## config.mk

```make
export PLATFORM = sky130hd
export DESIGN_NAME = gemm_result_streamer
export DESIGN_NICKNAME = d
export VERILOG_FILES = /design/src/rtl/gemm_result_streamer.sv
export SDC_FILE = /design/constraint.sdc
export NUM_CORES = 1
export LEC_CHECK = 0
export BUFFER_PORTS_ARGS = -buffer_cell sky130_fd_sc_hd__buf_2
export CORE_AREA = 2 2 457 459
export CTS_CLUSTER_DIAMETER = 150
export DETAILED_ROUTE_END_ITERATION = 16
export DIE_AREA = 0 0 459 461
export PLACE_DENSITY = 0.46
export SKIP_CTS_REPAIR_TIMING = 1
export SLEW_MARGIN = 20
export SYNTH_ARGS = -nofsm -noshare
export SYNTH_HDL_FRONTEND = slang
export SYNTH_SLANG_ARGS = --single-unit
```

## constraint.sdc

```tcl
create_clock -name iclk -period 44.2 [get_ports iclk]
set_input_delay 6.63 -clock iclk [delete_from_list [all_inputs] [get_ports iclk]]
set_output_delay 6.63 -clock iclk [all_outputs]
set_load 0.05 [all_outputs]
```

## src/rtl/gemm_result_streamer.sv

```systemverilog
// Snapshots result_matrix on istart and streams it row-major over a registered valid/ready port.
// Define GEMM_STREAM_CHECKSUM_EN to enable the running XOR checksum on ochecksum.
module gemm_result_streamer #(
    parameter int DATA_WIDTH    = 64,
    parameter int MATRIX_HEIGHT = 4,
    parameter int MATRIX_WIDTH  = 4,
    localparam int RW = (MATRIX_HEIGHT > 1) ? $clog2(MATRIX_HEIGHT) : 1,
    localparam int CW = (MATRIX_WIDTH > 1) ? $clog2(MATRIX_WIDTH) : 1
) (
    input  logic                  iclk,
    input  logic                  irst,
    input  logic                  istart,
    input  logic [DATA_WIDTH-1:0] result_matrix [0:MATRIX_HEIGHT-1][0:MATRIX_WIDTH-1],
    output logic                  ovalid,
    input  logic                  iready,
    output logic [DATA_WIDTH-1:0] odata,
    output logic [RW-1:0]         orow,
    output logic [CW-1:0]         ocol,
    output logic                  olast,
    output logic                  obusy,
    output logic                  odone,
    output logic [DATA_WIDTH-1:0] ochecksum
);

    typedef enum logic [0:0] {S_IDLE = 1'b0, S_STREAM = 1'b1} state_t;

    localparam logic [RW-1:0] ROW_LAST = RW'(MATRIX_HEIGHT - 1);
    localparam logic [CW-1:0] COL_LAST = CW'(MATRIX_WIDTH - 1);

    state_t                state_q, state_d;
    logic [DATA_WIDTH-1:0] mem_q [0:MATRIX_HEIGHT-1][0:MATRIX_WIDTH-1];
    logic [DATA_WIDTH-1:0] mem_d [0:MATRIX_HEIGHT-1][0:MATRIX_WIDTH-1];
    logic [DATA_WIDTH-1:0] data_q, data_d;
    logic [RW-1:0]         row_q, row_d, nrow_s;
    logic [CW-1:0]         col_q, col_d, ncol_s;
    logic                  valid_q, valid_d;
    logic                  last_q, last_d;
    logic                  busy_q, busy_d;
    logic                  done_q, done_d;
    logic                  xfer_s;

    assign xfer_s = valid_q && iready;

    // Row-major successor of the element currently presented.
    always_comb begin
        if (col_q == COL_LAST) begin
            ncol_s = {CW{1'b0}};
            nrow_s = row_q + RW'(1);
        end else begin
            ncol_s = col_q + CW'(1);
            nrow_s = row_q;
        end
    end

    // Next-state and next-output logic; outputs are precomputed so they leave as flops.
    always_comb begin
        state_d = state_q;
        mem_d   = mem_q;
        data_d  = data_q;
        row_d   = row_q;
        col_d   = col_q;
        valid_d = valid_q;
        last_d  = last_q;
        busy_d  = busy_q;
        done_d  = 1'b0;
        case (state_q)
            S_IDLE: begin
                if (istart) begin
                    mem_d   = result_matrix;
                    data_d  = result_matrix[0][0];
                    row_d   = {RW{1'b0}};
                    col_d   = {CW{1'b0}};
                    valid_d = 1'b1;
                    last_d  = (ROW_LAST == {RW{1'b0}}) && (COL_LAST == {CW{1'b0}});
                    busy_d  = 1'b1;
                    state_d = S_STREAM;
                end else begin
                    valid_d = 1'b0;
                    last_d  = 1'b0;
                    busy_d  = 1'b0;
                end
            end
            S_STREAM: begin
                if (xfer_s && last_q) begin
                    state_d = S_IDLE;
                    valid_d = 1'b0;
                    last_d  = 1'b0;
                    busy_d  = 1'b0;
                    done_d  = 1'b1;
                end else if (xfer_s) begin
                    row_d  = nrow_s;
                    col_d  = ncol_s;
                    data_d = mem_q[nrow_s][ncol_s];
                    last_d = (nrow_s == ROW_LAST) && (ncol_s == COL_LAST);
                end else begin
                    state_d = S_STREAM;
                end
            end
            default: begin
                state_d = S_IDLE;
                valid_d = 1'b0;
                last_d  = 1'b0;
                busy_d  = 1'b0;
            end
        endcase
    end

    // Control and output registers.
    always_ff @(posedge iclk) begin
        if (irst) begin
            state_q <= S_IDLE;
            data_q  <= {DATA_WIDTH{1'b0}};
            row_q   <= {RW{1'b0}};
            col_q   <= {CW{1'b0}};
            valid_q <= 1'b0;
            last_q  <= 1'b0;
            busy_q  <= 1'b0;
            done_q  <= 1'b0;
        end else begin
            state_q <= state_d;
            data_q  <= data_d;
            row_q   <= row_d;
            col_q   <= col_d;
            valid_q <= valid_d;
            last_q  <= last_d;
            busy_q  <= busy_d;
            done_q  <= done_d;
        end
    end

    // Snapshot buffer has no reset: contents only matter after a capture.
    always_ff @(posedge iclk) begin
        mem_q <= mem_d;
    end

`ifdef GEMM_STREAM_CHECKSUM_EN
    logic [DATA_WIDTH-1:0] csum_q, csum_d;

    // Running XOR of every transferred word, cleared on capture.
    always_comb begin
        if ((state_q == S_IDLE) && istart) begin
            csum_d = {DATA_WIDTH{1'b0}};
        end else if ((state_q == S_STREAM) && xfer_s) begin
            csum_d = csum_q ^ data_q;
        end else begin
            csum_d = csum_q;
        end
    end

    // Checksum register.
    always_ff @(posedge iclk) begin
        if (irst) begin
            csum_q <= {DATA_WIDTH{1'b0}};
        end else begin
            csum_q <= csum_d;
        end
    end

    assign ochecksum = csum_q;
`else
    assign ochecksum = {DATA_WIDTH{1'b0}};
`endif

    assign ovalid = valid_q;
    assign odata  = data_q;
    assign orow   = row_q;
    assign ocol   = col_q;
    assign olast  = last_q;
    assign obusy  = busy_q;
    assign odone  = done_q;

endmodule

```

==> reports/metrics.cfg, run 1 <==
[setup_path]
r2r_start = orow[1]
cp-startpoint = istart
worst-setup-path-type = in2reg
endpoint_kind = flip-flop
cp_data_required_time_ns = 44.58
rrSetupSlack_ns = 39.06
worst-r2r-cell-count = 9
cp.arrival_ns = 10.23
r2r_end = odata[45]
critPathLaunchType = input pin
critical_path.max_fanout = 141
crit_end = mem_q[163]

[timing]
setup_ws_ns = 34.35
finalSetupViolCount = 0
fin_crit_ns = 9.851
finalHoldViolations = 0
fmax_ghz = 0.1015
maxSlewViolCount = 0
min_period_over_period_pct = 22.29
tightest_slew_ns = 1.148
finalSetupTns_ns = 0
clock_skew_ns = 0.02828
rsz0062_at_grt = no
relSlewSlack_pct = 23.48

[clock_network]
htreeDepth = 4
cts_buffers = 135
clock-sinks = 1096
cts_tree = built
cts_buffer_depth = 3
path_clk_slew_ns = 0.06
cts_root_buffer = clkbuf_16
clock_latency_ns = 0.78

[placed_design]
hpwlAfterDp_um = 144600
port-buffer-count = 1099
dp_slack_ns = 33.44
gp_congestion = 0.8473
dpl.cell_count = 6578

[detailed_routing]
vias = 32720
wl_per_cell_um = 28.42
viasPerCell = 4.753
postRouteAntennaNets = 0
drc = 0
dr.pass1.iters = 7
drtIter0Drc = 3424
wl_um = 195600

[global_routing]
grt_pass1_wl_um = 262600
antenna_found_initial = 145
grt_max_degree = 163
gr-total-overflow = 0
grt_usage_pct = 17.81
first_global_vias = 32450

[worst_hold_path]
min_path_type = reg2reg
hold_depth = 1

[floorplanning]
dieArea_mm2 = 0.2116
initial_core_util_pct = 23.10
io_pins = 1164
core-area_mm2 = 0.2064
die-width_um = 459
row_count = 167
fp.dieH_um = 461

[synthesis]
syn_area_mm2 = 0.04768
synth-seq-cells = 1096
synth_cells = 2944
avgSynthCellArea_um2 = 16.20
yosysSeqAreaShare_pct = 67.52
synthArstFlopShare_pct = 0
ys_warn_count = 0
ys.flop_type = edfxtp_1
ys_types = 63
synth-edff-count = 1024

[cells_and_area]
final_cells = 6884
mostFrequentLayoutCell = buf_2
syn_to_final_growth_pct = 26.56
fin_nets = 5041
final_layout_size_suffix_gt1_share_pct = 39.26
final_cell_mix = 1,099 x buf_2, 1,024 x edfxtp_1, 248 x nand2_1

[outcome]
status = finished clean

[pwr]
powerDensity_mw_per_mm2 = 41.95
leakagePower_nw = 21.68
vdd_drop_max_mv = 0.03719

[job]
drv_cap = 0

[Yosys cell counts, types with 71 or more instances]
cell | n | area share (%)
a21o_1 | 71 | 1.1
a21oi_1 | 144 | 1.5
a221oi_1 | 84 | 1.5
buf_2 | 90 | 0.94
buf_4 | 87 | 1.4
clkbuf_1 | 84 | 0.66
dfxtp_1 | 72 | 3.0
edfxtp_1 | 1024 | 64
mux2i_1 | 229 | 4.8
mux4_2 | 214 | 10
nand2_1 | 249 | 2.0
nor2_1 | 109 | 0.86
[state kept, by name, indices dropped and copies added (netlist names)]
register,cells
mem_q,1024
obusy,1
state_q,1
orow,2
odata,64
odone,1
ocol,2
olast,1
[critical path, cell delays in order]
cell and delay, ns:
buf_2 0.25, nand2b_1 0.33, inv_8 0.52, buf_4 0.76, buf_12 0.52, buf_4 0.90
[per-layer routing]
| layer | routed length, µm | vias to the layer above | track usage (%) |
|---|---|---|---|
| met4 | 7937 | 102 | 7.242 |
| li1 | - | 14080 | - |
| met3 | 16980 | 418 | 5.991 |
| met5 | 632 | - | 0 |
| met1 | 73140 | 16470 | 20.37 |
| met2 | 96950 | 1652 | 30.43 |
[logic make-up (layout without fill, tap and decap cells)]
| logic type | count (synthesis) | after routing | share of synthesized area (%) |
|---|---|---|---|
| buffers and inverters | 292 | 1406 | 3.299 |
| XOR/XNOR | 1 | 1 | 0.01837 |
| multiplexers | 476 | 476 | 15.70 |
| adder cells (fa/ha/maj) | 2 | 2 | 0.05248 |
| other | 1 | 123 | 0.007865 |
| AND/OR/NAND/NOR | 494 | 494 | 4.624 |
| flip-flops | 1096 | 1096 | 67.52 |
| AO/OA/AOI/OAI | 582 | 582 | 8.788 |
[through the flow]
stage	power (W)	cell area [µm²]	hold WS (ns)	utilization, %
CTS	0.002566	60200	0.4626	29.16
global route	0.002620	60260	0.4671	29.19
global placement	0.001442	55810	0.4443	27.03
finish	0.002532	60340	0.4584	29.23
floorplan	0.001392	47920	0.5857	-
detailed placement	0.001444	55810	0.4495	27.03
[report_power, final]
group / total (W) / switching, W / internal [W]
Combinational: 0.000183 / 0.000116 / 0.0000672
Clock: 0.00111 / 0.000468 / 0.000643
Sequential: 0.00124 / 0.0000310 / 0.00121
Total: 0.00253 / 0.000615 / 0.00192
[how the worst min path moves through the flow]
stage               startpoint        end  slack [ns]
detailed placement   odata[23]  odata[23]        0.45
CTS                  odata[23]  odata[23]        0.46
floorplan           mem_q[316]  odata[60]        0.59
finish               odata[23]  odata[23]        0.46
global route         odata[23]  odata[23]        0.47
global placement      odata[8]   odata[8]        0.44
[cell type report]
type	count	area, µm²
Fill cell	20820	146100
Sequential cell	1096	32200
Multi-Input combinational cell	1619	14240
Timing Repair Buffer	1152	5948
Clock buffer	178	3664
Tap cell	2704	3383
Clock inverter	69	724.4
Antenna cell	59	147.6
Inverter	7	38.79
No activity file was read; power rests on OpenSTA's default activity.
==> inputs of run 2 (changes only) <==
- clock period: 44.2 -> 9.96 ns (I/O delays scaled with it)
==> reports/metrics.cfg, run 2 (synthesized netlist as in run 1, its figures left out) <==
[outcome]
status = finished clean

[timing]
fmax_ghz = 0.2184
fin_crit_ns = 4.580
relSlewSlack_pct = 29.71
hold_slack_ns = 0.4656
finalSetupTns_ns = 0
rsz0062_at_grt = no
min_period_over_period_pct = 45.98
tightest_slew_ns = 1.054
finalHoldViolations = 0
clock_skew_ns = 0.02447
maxSlewViolCount = 0
setup_ws_ns = 5.380
finalSetupViolCount = 0

[detailed_routing]
postRouteAntennaNets = 0
viasPerCell = 4.830
dr.pass1.iters = 6
wl_per_cell_um = 29.49
drtIter0Drc = 3200
drc = 0
vias = 33270
wl_um = 203100

[cells_and_area]
finalInstanceArea_mm2 = 0.06048
mostFrequentLayoutCell = buf_2
num-fill-cells = 20970
regArea_mm2 = 0.03220
final_cells = 6887
syn_to_final_growth_pct = 26.84
multi_input_area_mm2 = 0.01427
fin_nets = 5040
final_cell_mix = 1,099 x buf_2, 1,024 x edfxtp_1, 248 x nand2_1
largest_reg_flops = 1024
largest-register = mem_q
final_layout_size_suffix_gt1_share_pct = 39.21

[setup_path]
critical_path.max_fanout = 124
r2r_end = odata[35]
cp.arrival_ns = 5.30
cp_data_required_time_ns = 10.68
r2r_start = ocol[0]
rrSetupSlack_ns = 5.38
critPathLaunchType = flip-flop
worst-setup-path-type = reg2reg
endpoint_kind = flip-flop
worst-r2r-cell-count = 8

[pwr]
vdd_drop_max_mv = 0.1708
leakagePower_nw = 21.70
powerDensity_mw_per_mm2 = 186.6

[global_routing]
grt_pass1_wl_um = 271200
grt_usage_pct = 18.47
first_global_vias = 32710
antenna_found_initial = 154
gr-total-overflow = 0
grt_max_degree = 170

[clock_network]
cts_root_buffer = clkbuf_16
cts_tree = built
cts_buffer_depth = 3
clock-sinks = 1096
cts_buffers = 135
path_clk_slew_ns = 0.07
htreeDepth = 4
clock_latency_ns = 0.79

[placed_design]
place_area_mm2 = 0.05594
dpl.cell_count = 6577
hpwlAfterDp_um = 149200
dp_slack_ns = 5.233
gp_congestion = 0.8425
port-buffer-count = 1099

[floorplanning]
core-area_mm2 = 0.2064
initial_core_util_pct = 23.10
row_count = 167
fp.dieH_um = 461
io_pins = 1164
die-width_um = 459
dieArea_mm2 = 0.2116

[worst_hold_path]
worstHoldEndpoint = odata[23]
min_path_type = reg2reg
min_from = odata[23]
hold_depth = 1

[job]
drv_cap = 0

run 2: cell types whose count changed in the layout (fill, tap and decap cells not counted), sizes merged:
cell	delta
clkinv	-3
clkbuf	+2
clkinvlp	+1
buf	-1
inv	+3
bufinv	+1
run 2: metal layers:
layer / wire (µm) / up-vias / share of wire [%] / track usage, %
met2: 101700 / 1731 / 50 / 32.09
met4: 5106 / 74 / 2.5 / 5.010
met5: 441 / - / 0.22 / 0
met3: 16470 / 412 / 8.1 / 5.186
met1: 79380 / 16980 / 39 / 22.29
li1: - / 14070 / - / -
run 2: worst max path at each step:
| stage | from | slack (ns) | to | depth (start not counted) |
|---|---|---|---|---|
| global route | ocol[0] | 5.10 | odata[35] | 8 |
| floorplan | istart | -8.42 | odata[11] | 9 |
| finish | ocol[0] | 5.38 | odata[35] | 8 |
| detailed placement | istart | 5.23 | mem_q[433] | 6 |
| CTS | ocol[0] | 5.42 | odata[43] | 6 |
| global placement | istart | 5.28 | mem_q[689] | 6 |
run 2: worst max-delay path, cell delays in order, from the launching register on:
cell      delay (ns)
dfxtp_1         0.78
ha_4            0.75
buf_4           0.65
buf_12          0.49
a21oi_1         0.14
a21o_1          0.22
a221oi_1        0.74
a222oi_1        0.19
nand3_1         0.14
run 2: area by class of cell:
cell class | instances | share of cell area (%)
diodes | 59 | 0.2441
clock buffers | 180 | 6.033
clock inverters | 71 | 1.231
inverters | 7 | 0.05793
multi-input cells | 1619 | 23.59
flip-flops and latches | 1096 | 53.24
well taps | 2704 | 5.594
repair buffers | 1151 | 10.01
run 2: through the flow:
step / utilization (%) / total power (W)
2_1_floorplan: - / 0.006103
3_3_place_gp: 27.07 / 0.006413
3_5_place_dp: 27.10 / 0.006424
4_1_cts: 29.22 / 0.01142
5_1_grt: 29.24 / 0.01166
6_report: 29.29 / 0.01128
run 2: where the power goes:
| part | switching (W) | leakage (nW) | internal, W | total, W |
|---|---|---|---|---|
| Clock | 0.00209 | 2.13 | 0.00287 | 0.00496 |
| Sequential | 0.000140 | 10.3 | 0.00536 | 0.00550 |
| Combinational | 0.000525 | 9.23 | 0.000303 | 0.000827 |
